## src/rtl/fp_pkg.sv

```systemverilog
// Shared definitions for the single-precision float datapath.
//
// Contents:
//   state_e    - conversion FSM states
//   EXP_BIAS   - IEEE-754 single-precision exponent bias
//   EXP_W      - exponent field width
//   FRAC_W     - fraction field width
//   EXP_BASE   - biased exponent of a 32-bit magnitude whose MSB sits in bit 31
//   float_pack - assembles {sign, exp, frac} into a 32-bit word
package fp_pkg;

  localparam int unsigned EXP_W  = 8;
  localparam int unsigned FRAC_W = 23;

  localparam logic [EXP_W-1:0] EXP_BIAS = 8'd127;

  // A magnitude normalised so that bit 31 is the leading one has weight 2^31,
  // so its biased exponent is EXP_BIAS + 31.
  localparam logic [EXP_W-1:0] EXP_BASE = 8'd158;

  typedef enum logic [2:0] {
    StIdle,
    StAbs,
    StNorm,
    StRound,
    StDone
  } state_e;

  function automatic logic [31:0] float_pack(input logic             sign,
                                             input logic [EXP_W-1:0]  exp,
                                             input logic [FRAC_W-1:0] frac);
    return {sign, exp, frac};
  endfunction

endpackage

```

## src/rtl/fp_round_rne.sv

```systemverilog
// Round-to-nearest-even on a truncated fraction.
//
// Ports:
//   frac_i   - fraction bits kept after truncation
//   guard_i  - first discarded bit
//   sticky_i - OR of all remaining discarded bits
//   frac_o   - rounded fraction
//   carry_o  - set when rounding overflowed the fraction field; the caller
//              bumps its exponent and frac_o is zero in that case
//
// Purely combinational so it can be shared with other float datapaths.
module fp_round_rne
  import fp_pkg::*;
(
  input  logic [FRAC_W-1:0] frac_i,
  input  logic              guard_i,
  input  logic              sticky_i,
  output logic [FRAC_W-1:0] frac_o,
  output logic              carry_o
);

  logic              round_up;
  logic [FRAC_W:0]   frac_inc;

  // Round up when above half, or exactly half and the kept LSB is odd.
  assign round_up = guard_i & (sticky_i | frac_i[0]);

  assign frac_inc = {1'b0, frac_i} + {{FRAC_W{1'b0}}, round_up};

  assign frac_o  = frac_inc[FRAC_W-1:0];
  assign carry_o = frac_inc[FRAC_W];

endmodule

```

## src/rtl/int2fp.sv

```systemverilog
// Signed 32-bit integer to IEEE-754 single-precision converter.
//
// Multi-cycle: absolute value, then one-bit-per-cycle normalisation, then
// round-to-nearest-even. A new start aborts any conversion in progress.
//
// Ports:
//   clk    - rising-edge clock
//   reset  - asynchronous active-low reset
//   start  - conversion request, sampled on the rising edge
//   a      - signed operand, captured on the start edge only
//   result - registered float {sign, exp[7:0], frac[22:0]}
//   done   - high while result holds a finished conversion
//   busy   - high from the start capture until done rises
module int2fp
  import fp_pkg::*;
(
  input  logic        clk,
  input  logic        reset,
  input  logic        start,
  input  logic [31:0] a,
  output logic [31:0] result,
  output logic        done,
  output logic        busy
);

  // Control state and visible outputs (reset).
  state_e      state_q, state_d;
  logic [31:0] result_q, result_d;
  logic        done_q, done_d;
  logic        busy_q, busy_d;

  // Datapath (no reset; always written before being consumed).
  logic             sign_q, sign_d;
  logic [EXP_W-1:0] exp_q, exp_d;
  logic [31:0]      mag_q, mag_d;

  // Absolute value of the captured operand; 0x80000000 maps to itself,
  // which is the correct unsigned magnitude.
  logic [31:0] abs_val;
  assign abs_val = mag_q[31] ? (~mag_q + 32'd1) : mag_q;

  // Rounding of the normalised magnitude: bit 31 is the hidden one.
  logic [FRAC_W-1:0] frac_rnd;
  logic              frac_carry;
  logic              sticky;

  assign sticky = |mag_q[6:0];

  fp_round_rne u_round (
    .frac_i   (mag_q[30:8]),
    .guard_i  (mag_q[7]),
    .sticky_i (sticky),
    .frac_o   (frac_rnd),
    .carry_o  (frac_carry)
  );

  always_comb begin
    state_d  = state_q;
    result_d = result_q;
    done_d   = done_q;
    busy_d   = busy_q;
    sign_d   = sign_q;
    exp_d    = exp_q;
    mag_d    = mag_q;

    if (start) begin
      // Raw operand parks in mag until ABS derives sign and magnitude.
      mag_d   = a;
      done_d  = 1'b0;
      busy_d  = 1'b1;
      state_d = StAbs;
    end else begin
      unique case (state_q)
        StIdle, StDone: begin
          // Hold everything until the next start.
        end

        StAbs: begin
          sign_d = mag_q[31];
          mag_d  = abs_val;
          exp_d  = EXP_BASE;
          if (abs_val == 32'd0) begin
            // Zero bypasses normalisation; sign is dropped so -0 never appears.
            result_d = 32'h0000_0000;
            done_d   = 1'b1;
            busy_d   = 1'b0;
            state_d  = StDone;
          end else begin
            state_d = StNorm;
          end
        end

        StNorm: begin
          if (mag_q[31]) begin
            state_d = StRound;
          end else begin
            mag_d = {mag_q[30:0], 1'b0};
            exp_d = exp_q - 8'd1;
          end
        end

        StRound: begin
          // A carry leaves frac_rnd at zero, so only the exponent moves.
          result_d = float_pack(sign_q, exp_q + {{(EXP_W-1){1'b0}}, frac_carry}, frac_rnd);
          done_d   = 1'b1;
          busy_d   = 1'b0;
          state_d  = StDone;
        end

        default: begin
          state_d = StIdle;
        end
      endcase
    end
  end

  always_ff @(posedge clk or negedge reset) begin
    if (!reset) begin
      state_q  <= StIdle;
      result_q <= 32'h0000_0000;
      done_q   <= 1'b0;
      busy_q   <= 1'b0;
    end else begin
      state_q  <= state_d;
      result_q <= result_d;
      done_q   <= done_d;
      busy_q   <= busy_d;
    end
  end

  always_ff @(posedge clk) begin
    sign_q <= sign_d;
    exp_q  <= exp_d;
    mag_q  <= mag_d;
  end

  assign result = result_q;
  assign done   = done_q;
  assign busy   = busy_q;

endmodule

```

## config.mk

```make
export PLATFORM = sky130hd
export DESIGN_NAME = int2fp
export DESIGN_NICKNAME = d
export VERILOG_FILES = /design/src/rtl/fp_pkg.sv /design/src/rtl/fp_round_rne.sv /design/src/rtl/int2fp.sv
export SDC_FILE = /design/constraint.sdc
export NUM_CORES = 1
export LEC_CHECK = 0
export BUFFER_PORTS_ARGS = -buffer_cell sky130_fd_sc_hd__buf_2
export CAP_MARGIN = 15
export CORE_MARGIN = 2
export CORE_UTILIZATION = 46
export CTS_CLUSTER_SIZE = 28
export DETAILED_ROUTE_END_ITERATION = 6
export HOLD_SLACK_MARGIN = 0.02
export PLACE_DENSITY_LB_ADDON = 0.25
export SYNTH_ARGS = -nofsm -noshare
export SYNTH_HDL_FRONTEND = slang
export SYNTH_HIERARCHICAL = 1
export SYNTH_SLANG_ARGS = --single-unit
```

## constraint.sdc

```tcl
create_clock -name clk -period 8.6 [get_ports clk]
set_input_delay 0.86 -clock clk [delete_from_list [all_inputs] [get_ports clk]]
set_output_delay 0.86 -clock clk [all_outputs]
set_load 0.02 [all_outputs]
```

== Word-level counts from Yosys, hierarchy flattened ==
Index checks and enable logic that the tools add are counted.
Storage, ports and cells
  flip-flop bits (word level): 78
  bits of input ports: 35
  word-level logic and storage cells: 58
Operators by class
  add/sub/neg operators: 4
  eq/ne operators: 10
  mux-type cells: 18
  bitwise logic cells: 4
  reductions and logical operators: 14
Operator list (count)
  32-bit two-way mux: 4
  32-bit case mux with 2 select lines: 2
  32-bit by 1-bit adder with 32-bit output, second input constant: 1
  32-bit logical NOT: 1
  32-bit inverter: 1
  23-bit by 1-bit adder with 24-bit output: 1
  8-bit case mux with 2 select lines: 1
  3-bit case mux with 4 select lines: 1
  3-bit two-way mux: 3
  3-bit != test, second input constant: 3
  8-bit by 1-bit adder with 8-bit output: 1
  8-bit two-way mux: 1
  2-bit AND reduction: 4
  8-bit by 1-bit subtractor with 8-bit output, second input constant: 1
  7-bit OR reduction: 1
  3-bit by 2-bit equality test with 1-bit output, second input constant: 2
  2-bit != test, second input constant: 3
  3-bit AND reduction: 2
  3-bit nonzero test: 2
  1-bit two-way mux: 4
  1-bit case mux with 2 select lines: 2
  2-bit nonzero test: 2
  3-bit by 1-bit equality test with 1-bit output, second input constant: 1
  3-bit equality test, second input constant: 1
  5 further kinds: 5

== Longest topological paths before layout ==
Gate-level depths: netlist (run 1).
  depth after elaboration: 7
  depth in mapped cells: 17
  gate-level depth less buffers: 16

== Cells and area by module ==
The synthesis (run 1) kept the hierarchy.
Modules (own cells, without submodules)
  int2fp: instances 1, cells an instance 602, area an instance 5456.5 um^2
  fp_round_rne: instances 1, cells an instance 71, area an instance 496.7 um^2

== Worst setup path before layout (run 1) ==
No wires, ideal clock.
  kind: reg2reg
  start: register mag_q[31]
  end: register mag_q[10], enable pin
  setup time: 0.459 ns
  data arrival time: 3.375 ns
  data required time: 8.141 ns
  path slack: 4.766 ns
  stages on the path, launching flop included: 7
  path through: edfxtp_1 clkbuf_1 clkbuf_1 buf_1 nor2_1 a21oi_1 o21ai_0
Between the ends
  word-level cells in the longest chain between the ends: 2
RTL lines
  start, declared: line int2fp.sv:35  | logic [31:0] mag_q, mag_d;
  start signal, assigned: line int2fp.sv:134  | mag_q <= mag_d;
  3-bit != test (no line)
  2-bit AND reduction (no line)
No other way between the ends.
A chain may end at the register's enable or synchronous reset.

== Worst setup path after layout (run 1) ==
  start: register mag_q[31]
  end: register state_q[2]
Between the ends
  word-level cells in the longest chain between the ends: 7
  elaborated cells on any way between the ends: 9
  those cells by class: add/sub (1); eq/ne (1); mux (4); bitwise (1); reduce/logical (2)
RTL lines
  32-bit inverter: line int2fp.sv:40  | assign abs_val = mag_q[31] ? (~mag_q + 32'd1) : mag_q;
  32-bit by 1-bit adder with 32-bit output: line int2fp.sv:40
  32-bit two-way mux: line int2fp.sv:40
  32-bit logical NOT: line int2fp.sv:82  | if (abs_val == 32'd0) begin
  3-bit two-way mux: line int2fp.sv:82
  3-bit case mux with 4 select lines: line int2fp.sv:73  | unique case (state_q)
  3-bit two-way mux: line int2fp.sv:66  | if (start) begin
  end signal, assigned: line int2fp.sv:119  | state_q <= StIdle;
  end signal, assigned: line int2fp.sv:124  | state_q <= state_d;
  end, declared: line int2fp.sv:27  | state_e state_q, state_d;
Several ways; a longest one is shown, not always the timed one.

==> results of run 1 <==
## power breakdown
part           total [mW]  switching, mW  internal (mW)
combinational       0.323          0.185          0.138
clock               0.416          0.170          0.246
sequential          0.555          0.106          0.449
total                1.29          0.462          0.833
## worst register-to-register path: stages (launching register included)
cell       delay (ps)
edfxtp_1          870
buf_4             480
clkinv_1          680
nand2_1           200
o311ai_0          150
a2111oi_0         450
and4_1            290
nand4_2           170
nor2_4            530
buf_16            250
o311a_1           200
## Yosys cell counts, types with 22 or more instances
cell type,number,area [µm²]
a22oi_1,38,285.3
clkbuf_1,47,176.4
nand2_1,77,289.0
xnor2_1,26,227.7
dfrtp_1,37,925.9
o21ai_2,28,245.2
nor3_1,30,150.1
nor2_1,40,150.1
o21ai_0,22,110.1
edfxtp_1,41,1231
## how the worst max path moves through the flow
stage                   start  cells after the start         end  slack, ps
detailed placement  mag_q[31]                      9  result[22]       4050
floorplan           mag_q[31]                      6   mag_q[10]       4770
global placement     mag_q[2]                      8  result[31]       4170
global route        mag_q[31]                     10  state_q[2]       3980
CTS                 mag_q[31]                      9  result[22]       4030
finish              mag_q[31]                     10  state_q[2]       4260
## per-stage QoR
stage          cell area (µm²)  setup WS (ps)  total power, mW
2_1_floorplan             5953           4766           0.7799
3_3_place_gp              6291           4169           0.8706
3_5_place_dp              6291           4048           0.8806
4_1_cts                   6615           4033            1.300
5_1_grt                   6650           3982            1.364
6_report                  6650           4260            1.294
## flip-flops by register name, summed over array words and instances (netlist names)
name and flops:
result 32, mag_q 32, busy 1, exp_q 8
done 1, sign_q 1, state_q 3
## layout make-up
cell class | count | area share, %
clock inverters | 6 | 1.110
inverters | 14 | 0.7902
well taps | 172 | 3.236
flip-flops and latches | 78 | 32.44
multi-input cells | 519 | 52.34
repair buffers | 76 | 6.322
clock buffers | 10 | 3.763
## metal layers
metal | track usage [%] | up-vias
met1 | 32.48 | 2643
met2 | 37.28 | 185
met5 | 0 | -
met4 | 7.380 | 0
li1 | - | 2604
met3 | 5.184 | 26
## logic make-up after synthesis
family / count (synthesis) / share of synthesized area, %
adder cells (fa/ha/maj): 7 / 1.471
buffers and inverters: 76 / 5.443
XOR/XNOR: 45 / 6.620
multiplexers: 22 / 3.804
AND/OR/NAND/NOR: 251 / 22.36
flip-flops: 78 / 36.23
AO/OA/AOI/OAI: 194 / 24.07
==> results.py, run 1 <==
metrics = {
    "global_routing": {
        "overflow": 0,
        "grt_usage_pct": 23.66,
        "grt_pass1_wl_um": 26410,
        "grt_pass1_vias": 5052,
        "grt_max_degree": 47,
        "antenna_found_initial": 0,
    },
    "placement": {
        "gp_congestion": 0.9481,
        "portBuffers": 68,
        "dp.cells": 857,
        "dp_hpwl_um": 11210,
    },
    "clocking": {
        "cts_tree": "yes",
        "cts_buffer_depth": 2,
        "clock_latency_ps": 350,
        "cts_setup_buffers": 0,
        "cts-htree-levels": 3,
        "cts_root_buf": "clkbuf_16",
        "cts.sinks": 78,
        "cts_inserted_buffers": 9,
        "post_cts_resized": 0,
        "path_clk_slew_ps": 70,
        "hold_buffers": 0,
    },
    "critical_path": {
        "critPathLaunchType": "flop",
        "worstPathArrival_ps": 4630,
        "critical_path_buf_inv_count": 3,
        "worstReg2RegStart": "mag_q[31]",
        "rr_worst_depth": 10,
        "cpLargestDelayFamily": "buffers and inverters",
        "setup.worst_path.end_class": "flop",
        "cp_cell_sequence": "buf_4 -> clkinv_1 -> nand2_1 -> o311ai_0 -> a2111oi_0 -> and4_1 -> nand4_2 -> nor2_4 -> buf_16 -> o311a_1",
        "critPathKind": "flop to flop",
        "cp_max_fo": 36,
        "rrSetupSlack_ps": 4260,
        "critPathRequiredTime_ps": 8890,
        "cpPeakStageDelay_ps": 870,
        "critical-path-slowest-cell": "edfxtp_1",
        "r2r-end": "state_q[2]",
    },
    "logic_synthesis": {
        "syn_nets": 715,
        "synth-seq-cells": 78,
        "seq_area_frac_synth_pct": 36.23,
        "postSynthCellCount": 673,
        "synthFlopType": "edfxtp_1",
        "netlist_area_mm2": 0.005953,
        "synth_cell_types": 73,
        "yosysWarnings": 6,
        "synth-edff-count": 41,
        "synth_area_per_cell_um2": 8.846,
        "synth_async_sr_flop_share_pct": 47.44,
    },
    "detailed_routing": {
        "drtPass1Iterations": 5,
        "routed.top_layer": "met4",
        "post_drt_wl_per_cell_um": 18.58,
        "vias_per_cell": 6.238,
        "drt-met1-wl_um": 7477,
        "drt-total-wl_um": 16260,
        "drtIter0Drc": 687,
        "ant_nets": 0,
        "met3RoutedLength_um": 935,
        "dr_wl_met2_um": 7518,
        "vias": 5458,
        "drc": 0,
    },
    "min_path": {
        "min_path_type": "flop to flop",
        "worstHoldEndpoint": "result[9]",
        "min-delay-start": "result[9]",
        "min_path_cells": 2,
    },
    "finish": {
        "antenna_cells": 0,
        "layout_common_cells": "77 x nand2_1, 68 x buf_2, 41 x edfxtp_1",
        "nFillCells": 1206,
        "layout_commonest_cell": "nand2_1",
        "fin_util_pct": 52.70,
        "area.sequential_mm2": 0.002157,
        "drive_gt1_share_pct": 20.91,
        "fin_nets": 740,
        "final_cells": 875,
        "multiInputGateArea_mm2": 0.003481,
        "area_growth_pct": 11.71,
    },
    "timing": {
        "fmax_ghz": 0.2304,
        "tns_ps": 0,
        "rsz0062_at_grt": "no",
        "setup_violations": 0,
        "relSlewSlack_pct": 28.98,
        "hold_viol_final": 0,
        "period_share_pct": 50.46,
        "slew_violations": 0,
        "worstMarginPinSlew_ps": 1057,
        "holdWs_ps": 539.3,
        "skew_ps": 10.35,
        "period_needed_ps": 4340,
    },
    "run_status": {
        "status": "finished clean",
    },
    "floorplanning": {
        "num_rows": 41,
        "die_area_mm2": 0.01387,
        "die_w_um": 117.8,
        "start_util_pct": 47.17,
        "die_height_um": 117.8,
        "ios": 69,
        "coreArea_mm2": 0.01262,
    },
    "power": {
        "cellLeakagePower_nw": 2.444,
        "p_per_area_mw_per_mm2": 194.6,
        "ir_worst_vdd_v": 0.00008550,
    },
    "job": {
        "cap_violations": 0,
    },
}
(Power assumes the default switching activity.)
==> run 2: changes to the inputs <==
==> constraint.sdc (replaced) <==
create_clock -name clk -period 4.4 [get_ports clk]
set_input_delay 0.44 -clock clk [delete_from_list [all_inputs] [get_ports clk]]
set_output_delay 0.44 -clock clk [all_outputs]
set_load 0.02 [all_outputs]
==> run 2 against run 1 <==
Effect of this change:
- sequential power grew 84%
- core utilization up 0.80 points
- combinational power grew 120%
- hold slack lost 360 ps
- die area unchanged
- critical path type unchanged
- largest cell class unchanged
==> results.py, run 2 (synthesis results as in run 1) <==
metrics = {
    "run_status": {
        "status": "finished clean",
    },
    "timing": {
        "hold_viol_final": 0,
        "tns_ps": 0,
        "rsz0062_at_grt": "no",
        "slew_violations": 0,
        "worstMarginPinSlew_ps": 958.2,
        "relSlewSlack_pct": 36.05,
        "fmax_ghz": 0.2724,
        "skew_ps": 11.17,
        "setup_violations": 0,
        "period_needed_ps": 3671,
        "period_share_pct": 83.42,
    },
    "floorplanning": {
        "die_w_um": 117.8,
        "coreArea_mm2": 0.01262,
        "num_rows": 41,
        "ios": 69,
        "die_height_um": 117.8,
        "start_util_pct": 47.17,
        "die_area_mm2": 0.01387,
    },
    "clocking": {
        "hold_buffers": 0,
        "cts.sinks": 78,
        "post_cts_resized": 0,
        "cts_tree": "yes",
        "cts_inserted_buffers": 9,
        "path_clk_slew_ps": 70,
        "clock_latency_ps": 360,
        "cts_setup_buffers": 0,
        "cts-htree-levels": 3,
        "cts_root_buf": "clkbuf_16",
        "cts_buffer_depth": 2,
    },
    "finish": {
        "layout_common_cells": "77 x nand2_1, 69 x buf_2, 41 x edfxtp_1",
        "layout_commonest_cell": "nand2_1",
        "fin_nets": 758,
        "fin_util_pct": 53.50,
        "area_growth_pct": 13.41,
        "drive_gt1_share_pct": 22.88,
        "final_cells": 893,
        "antenna_cells": 0,
    },
    "power": {
        "p_comb_share_pct": 28.9,
        "power_frac_seq_pct": 40.7,
        "cellLeakagePower_nw": 2.515,
        "switchingPower_uw": 917.4,
        "p_per_area_mw_per_mm2": 372.0,
        "p_int_mw": 1.594,
        "clockPowerShare_pct": 30.4,
        "ir_worst_vdd_v": 0.0001692,
        "swShare_pct": 36.52,
    },
    "min_path": {
        "min_path_type": "input port to asynchronous set/reset pin",
    },
    "detailed_routing": {
        "drtIter0Drc": 526,
        "ant_nets": 0,
        "drtPass1Iterations": 7,
        "drt-total-wl_um": 16180,
        "post_drt_wl_per_cell_um": 18.12,
        "vias_per_cell": 6.122,
        "vias": 5467,
        "drc": 0,
    },
    "job": {
        "cap_violations": 0,
    },
    "global_routing": {
        "grt_pass1_vias": 5275,
        "overflow": 0,
        "grt_max_degree": 46,
        "grt_pass1_wl_um": 27320,
        "antenna_found_initial": 0,
        "grt_usage_pct": 24.38,
    },
    "critical_path": {
        "setup.worst_path.end_class": "flop",
        "cp_max_fo": 9,
        "critPathLaunchType": "flop",
        "worstPathArrival_ps": 3910,
        "critPathRequiredTime_ps": 4640,
        "critPathKind": "flop to flop",
    },
    "placement": {
        "gp_congestion": 0.9429,
        "portBuffers": 68,
        "dp_hpwl_um": 11290,
        "dp.cells": 876,
    },
}
run 2: critical path: stages (launching register included):
cell,delay (ps)
edfxtp_1,450
inv_1,90
ha_1,300
nor4b_1,530
nand2_1,180
o21a_1,250
ha_1,180
nand3_1,130
or2_0,130
buf_4,180
nor4_1,60
and2_1,170
ha_1,220
ha_1,230
nand3_1,100
xnor2_1,70
a22oi_1,190
o21ai_2,90
run 2: path summary, 6_finish.rpt:
check	startpoint	to	slack (ps)	cells after the start
worst max-delay path	mag_q[0]	result[27]	730	17
worst min-delay path	reset	result[26]	180	1
worst max register to register	mag_q[0]	result[27]	730	17
worst min register to register	sign_q	result[31]	520	2
max in group asynchronous	reset	result[19]	3670	1
min in group clk	a[12]	mag_q[12]	350	2
run 2: per-layer routing:
layer | routed length, µm | vias to the layer above | track usage (%)
li1 | - | 2640 | -
met1 | 7561 | 2634 | 33.51
met2 | 7496 | 174 | 38.63
met3 | 791 | 19 | 3.634
met4 | 331 | 0 | 9.864
met5 | 0 | - | 0
run 2: final cells by class:
class	count	area [µm²]
fillers	1185	5868
clock buffers	10	250.2
multi-input cells	519	3481
clock inverters	6	50.05
repair buffers	94	545.5
flip-flops and latches	78	2157
inverters	14	52.55
well taps	172	215.2
run 2: power groups by stage:
stage | sequential [mW] | clock, mW | combinational, mW
3_5_place_dp | 1.03 | 0 | 0.718
6_report | 1.02 | 0.763 | 0.726
4_1_cts | 1.02 | 0.777 | 0.721
2_1_floorplan | 1.01 | 0 | 0.519
3_3_place_gp | 1.03 | 0 | 0.706
5_1_grt | 1.04 | 0.812 | 0.803
run 2: metrics by stage:
step | worst slack (ps) | total power, mW | area, µm² | hold slack [ps]
floorplan | 566.0 | 1.524 | 5953 | 144.4
global placement | 882.7 | 1.733 | 6446 | 489.3
detailed placement | 787.7 | 1.752 | 6446 | 504.0
CTS | 762.5 | 2.518 | 6746 | 214.1
global route | 312.1 | 2.654 | 6751 | 245.2
finish | 729.3 | 2.512 | 6751 | 179.0
==> run 3: changes to the inputs <==
--- a/config.mk
+++ b/config.mk
@@ -5,6 +5,7 @@
 export SDC_FILE = /design/constraint.sdc
 export NUM_CORES = 1
 export LEC_CHECK = 0
+export ABC_AREA = 1
 export BUFFER_PORTS_ARGS = -buffer_cell sky130_fd_sc_hd__buf_2
 export CAP_MARGIN = 15
 export CORE_MARGIN = 2
==> constraint.sdc (replaced) <==
create_clock -name clk -period 3.1 [get_ports clk]
set_input_delay 0.31 -clock clk [delete_from_list [all_inputs] [get_ports clk]]
set_output_delay 0.31 -clock clk [all_outputs]
set_load 0.02 [all_outputs]
==> run 3 against run 2 <==
Effect of this change:
- hold slack worse by 130 ps
- routed wire length is 8.9% lower
- power is 73% higher
- critical path depth is 5 higher
- maximum frequency is 27% higher
- via count is 2.0% lower
- critical endpoint unchanged
==> results.py, run 3 <==
metrics = {
    "run_status": {
        "status": "finished clean",
    },
    "timing": {
        "tns_ps": 0,
        "slew_violations": 0,
        "rsz0062_at_grt": "yes",
        "skew_ps": 6.411,
        "worstMarginPinSlew_ps": 820.3,
        "relSlewSlack_pct": 45.31,
        "period_share_pct": 93.26,
        "hold_viol_final": 0,
        "setup_violations": 0,
        "fmax_ghz": 0.3459,
        "period_needed_ps": 2891,
    },
    "clocking": {
        "cts_buffer_depth": 2,
        "cts_root_buf": "clkbuf_16",
        "cts_tree": "yes",
        "path_clk_slew_ps": 60,
        "cts_inserted_buffers": 9,
        "cts-htree-levels": 3,
        "clock_latency_ps": 350,
        "cts.sinks": 78,
    },
    "detailed_routing": {
        "drc": 0,
        "vias_per_cell": 5.345,
        "vias": 5356,
        "drtIter0Drc": 475,
        "post_drt_wl_per_cell_um": 14.72,
        "drt-total-wl_um": 14750,
        "drtPass1Iterations": 5,
        "ant_nets": 0,
    },
    "logic_synthesis": {
        "seq_area_frac_synth_pct": 39.18,
        "synthFlopType": "edfxtp_1",
        "netlist_area_mm2": 0.005505,
        "netlist_top_cells_count": "263 x nand2_1, 87 x nor2_1, 62 x nand3_1",
        "synth_area_per_cell_um2": 7.150,
        "synth_top_area_share_pct": 22.36,
        "synth-seq-cells": 78,
        "syn_nets": 812,
        "synth_top_area_cell": "edfxtp_1",
        "synth_cell_types": 39,
        "synth_most_common_cell": "nand2_1",
        "yosys-top-cells-area": "edfxtp_1 22%, nand2_1 18%, dfrtp_1 17%, nor2_1 5.9%, nand3_1 5.6%",
        "postSynthCellCount": 770,
        "synth_async_sr_flop_share_pct": 47.44,
        "synth-edff-count": 41,
        "yosysWarnings": 6,
    },
    "critical_path": {
        "critPathRequiredTime_ps": 3390,
        "worstPathArrival_ps": 3180,
        "rrSetupSlack_ps": 210,
        "rr_worst_depth": 22,
        "setup.worst_path.end_class": "flop",
        "critPathKind": "flop to flop",
        "cp_max_fo": 4,
        "critPathLaunchType": "flop",
    },
    "floorplanning": {
        "ios": 69,
        "start_util_pct": 47.60,
        "coreArea_mm2": 0.01156,
        "die_height_um": 113.4,
        "num_rows": 39,
        "die_w_um": 113.4,
        "die_area_mm2": 0.01286,
    },
    "finish": {
        "fin_nets": 896,
        "drive_gt1_share_pct": 18.63,
        "layout_common_cells": "263 x nand2_1, 85 x nor2_1, 68 x buf_2",
        "layout_commonest_cell": "nand2_1",
        "area_growth_pct": 17.64,
        "antenna_cells": 0,
    },
    "placement": {
        "gp_congestion": 0.9388,
        "dp_hpwl_um": 10990,
        "portBuffers": 68,
    },
    "global_routing": {
        "grt_pass1_wl_um": 23540,
        "antenna_found_initial": 0,
        "grt_pass1_vias": 4893,
        "grt_max_degree": 59,
        "grt_usage_pct": 23.15,
        "overflow": 0,
    },
    "power": {
        "cellLeakagePower_nw": 3.220,
        "total_power_mw": 4.352,
        "p_per_area_mw_per_mm2": 672.0,
        "ir_worst_vdd_v": 0.0003857,
    },
    "job": {
        "cap_violations": 0,
    },
    "min_path": {
        "min_path_type": "input port to asynchronous set/reset pin",
    },
}
## run 3: cell count changes after synthesis, moves of 24 or more
cell | before | now
nor2_1 | 40 | 87
inv_1 | 11 | 58
nand3_1 | 19 | 62
nand2_1 | 77 | 263
o21ai_2 | 28 | 4
clkbuf_1 | 47 | 17
## run 3: cells by family (layout without fill, tap and decap cells)
kind of cell               count (synthesis)  in the layout  synth area share, %
and+or+nand+nor                          480            481                38.95
AOI/OAI and AO/OA                         93             93                10.18
buffers and inverters                     92            180                6.909
DFF                                       78             78                39.18
xor gates and xnor gates                  20             20                3.182
adders and majority gates                  7              7                1.591
## run 3: path summary, 6_finish.rpt
| check | startpoint | end |
|---|---|---|
| max | mag_q[0] | result[27] |
| min | reset | result[13] |
| max reg2reg | mag_q[0] | result[27] |
| min reg2reg | result[25] | result[25] |
| max in group asynchronous | reset | state_q[2] |
| min in group clk | a[13] | mag_q[13] |
## run 3: area by class of cell
class | count | area (µm²)
inverter | 66 | 247.7
clock buffer | 10 | 229.0
multi-input combinational | 601 | 3015
tap | 143 | 178.9
sequential | 78 | 2157
timing repair buffer | 98 | 578.1
clock inverter | 6 | 70.07
fill | 1101 | 5089
## run 3: timing repair
item,in CTS,in global routing
buffers inserted,0,3
hold buffers,0,0
endpoints found under the setup margin,0,33
endpoints found under the hold margin,0,0
gates resized for setup,0,7
## run 3: routing by layer
| metal | track usage, % | part of all wire, % |
|---|---|---|
| met4 | 9.675 | 2.1 |
| met3 | 3.188 | 6.1 |
| met5 | 0 | 0 |
| met1 | 31.87 | 46 |
| met2 | 36.93 | 46 |
## run 3: metrics by stage
stage / cells / utilization, % / instance area [µm²] / worst slack [ps] / hold slack [ps]
2_1_floorplan: 770 / - / 5505 / 424.9 / 14.41
3_3_place_gp: 982 / 52.81 / 6107 / 162.5 / 432.9
3_5_place_dp: 982 / 52.81 / 6107 / 4.362 / 448.6
4_1_cts: 998 / 55.39 / 6406 / 7.908 / 71.78
5_1_grt: 1002 / 56.00 / 6476 / 5.328 / 124.2
6_report: 1002 / 56.00 / 6476 / 208.8 / 52.55
## run 3: where the power goes
group / total, mW / internal [mW] / leakage (nW) / switching, mW
logic: 1.66 / 0.578 / 2.18 / 1.08
clock network: 1.08 / 0.629 / 0.147 / 0.455
registers: 1.61 / 1.37 / 0.892 / 0.237
total: 4.35 / 2.58 / 3.22 / 1.77
## run 3: worst max-delay path, cell delays in order, from the launching register on
cell	delay, ps
edfxtp_1	420
inv_2	120
ha_4	160
nand3_4	100
nor2_4	140
nand2_1	60
o21a_1	210
ha_1	180
inv_1	90
nor2_4	50
nand2_4	80
nor2_4	50
nand3_2	60
nor2_2	40
ha_1	190
ha_1	190
nand2_1	60
inv_1	50
nand2_1	110
o21ai_0	100
a21oi_1	180
nand4_1	110
nand2_1	100
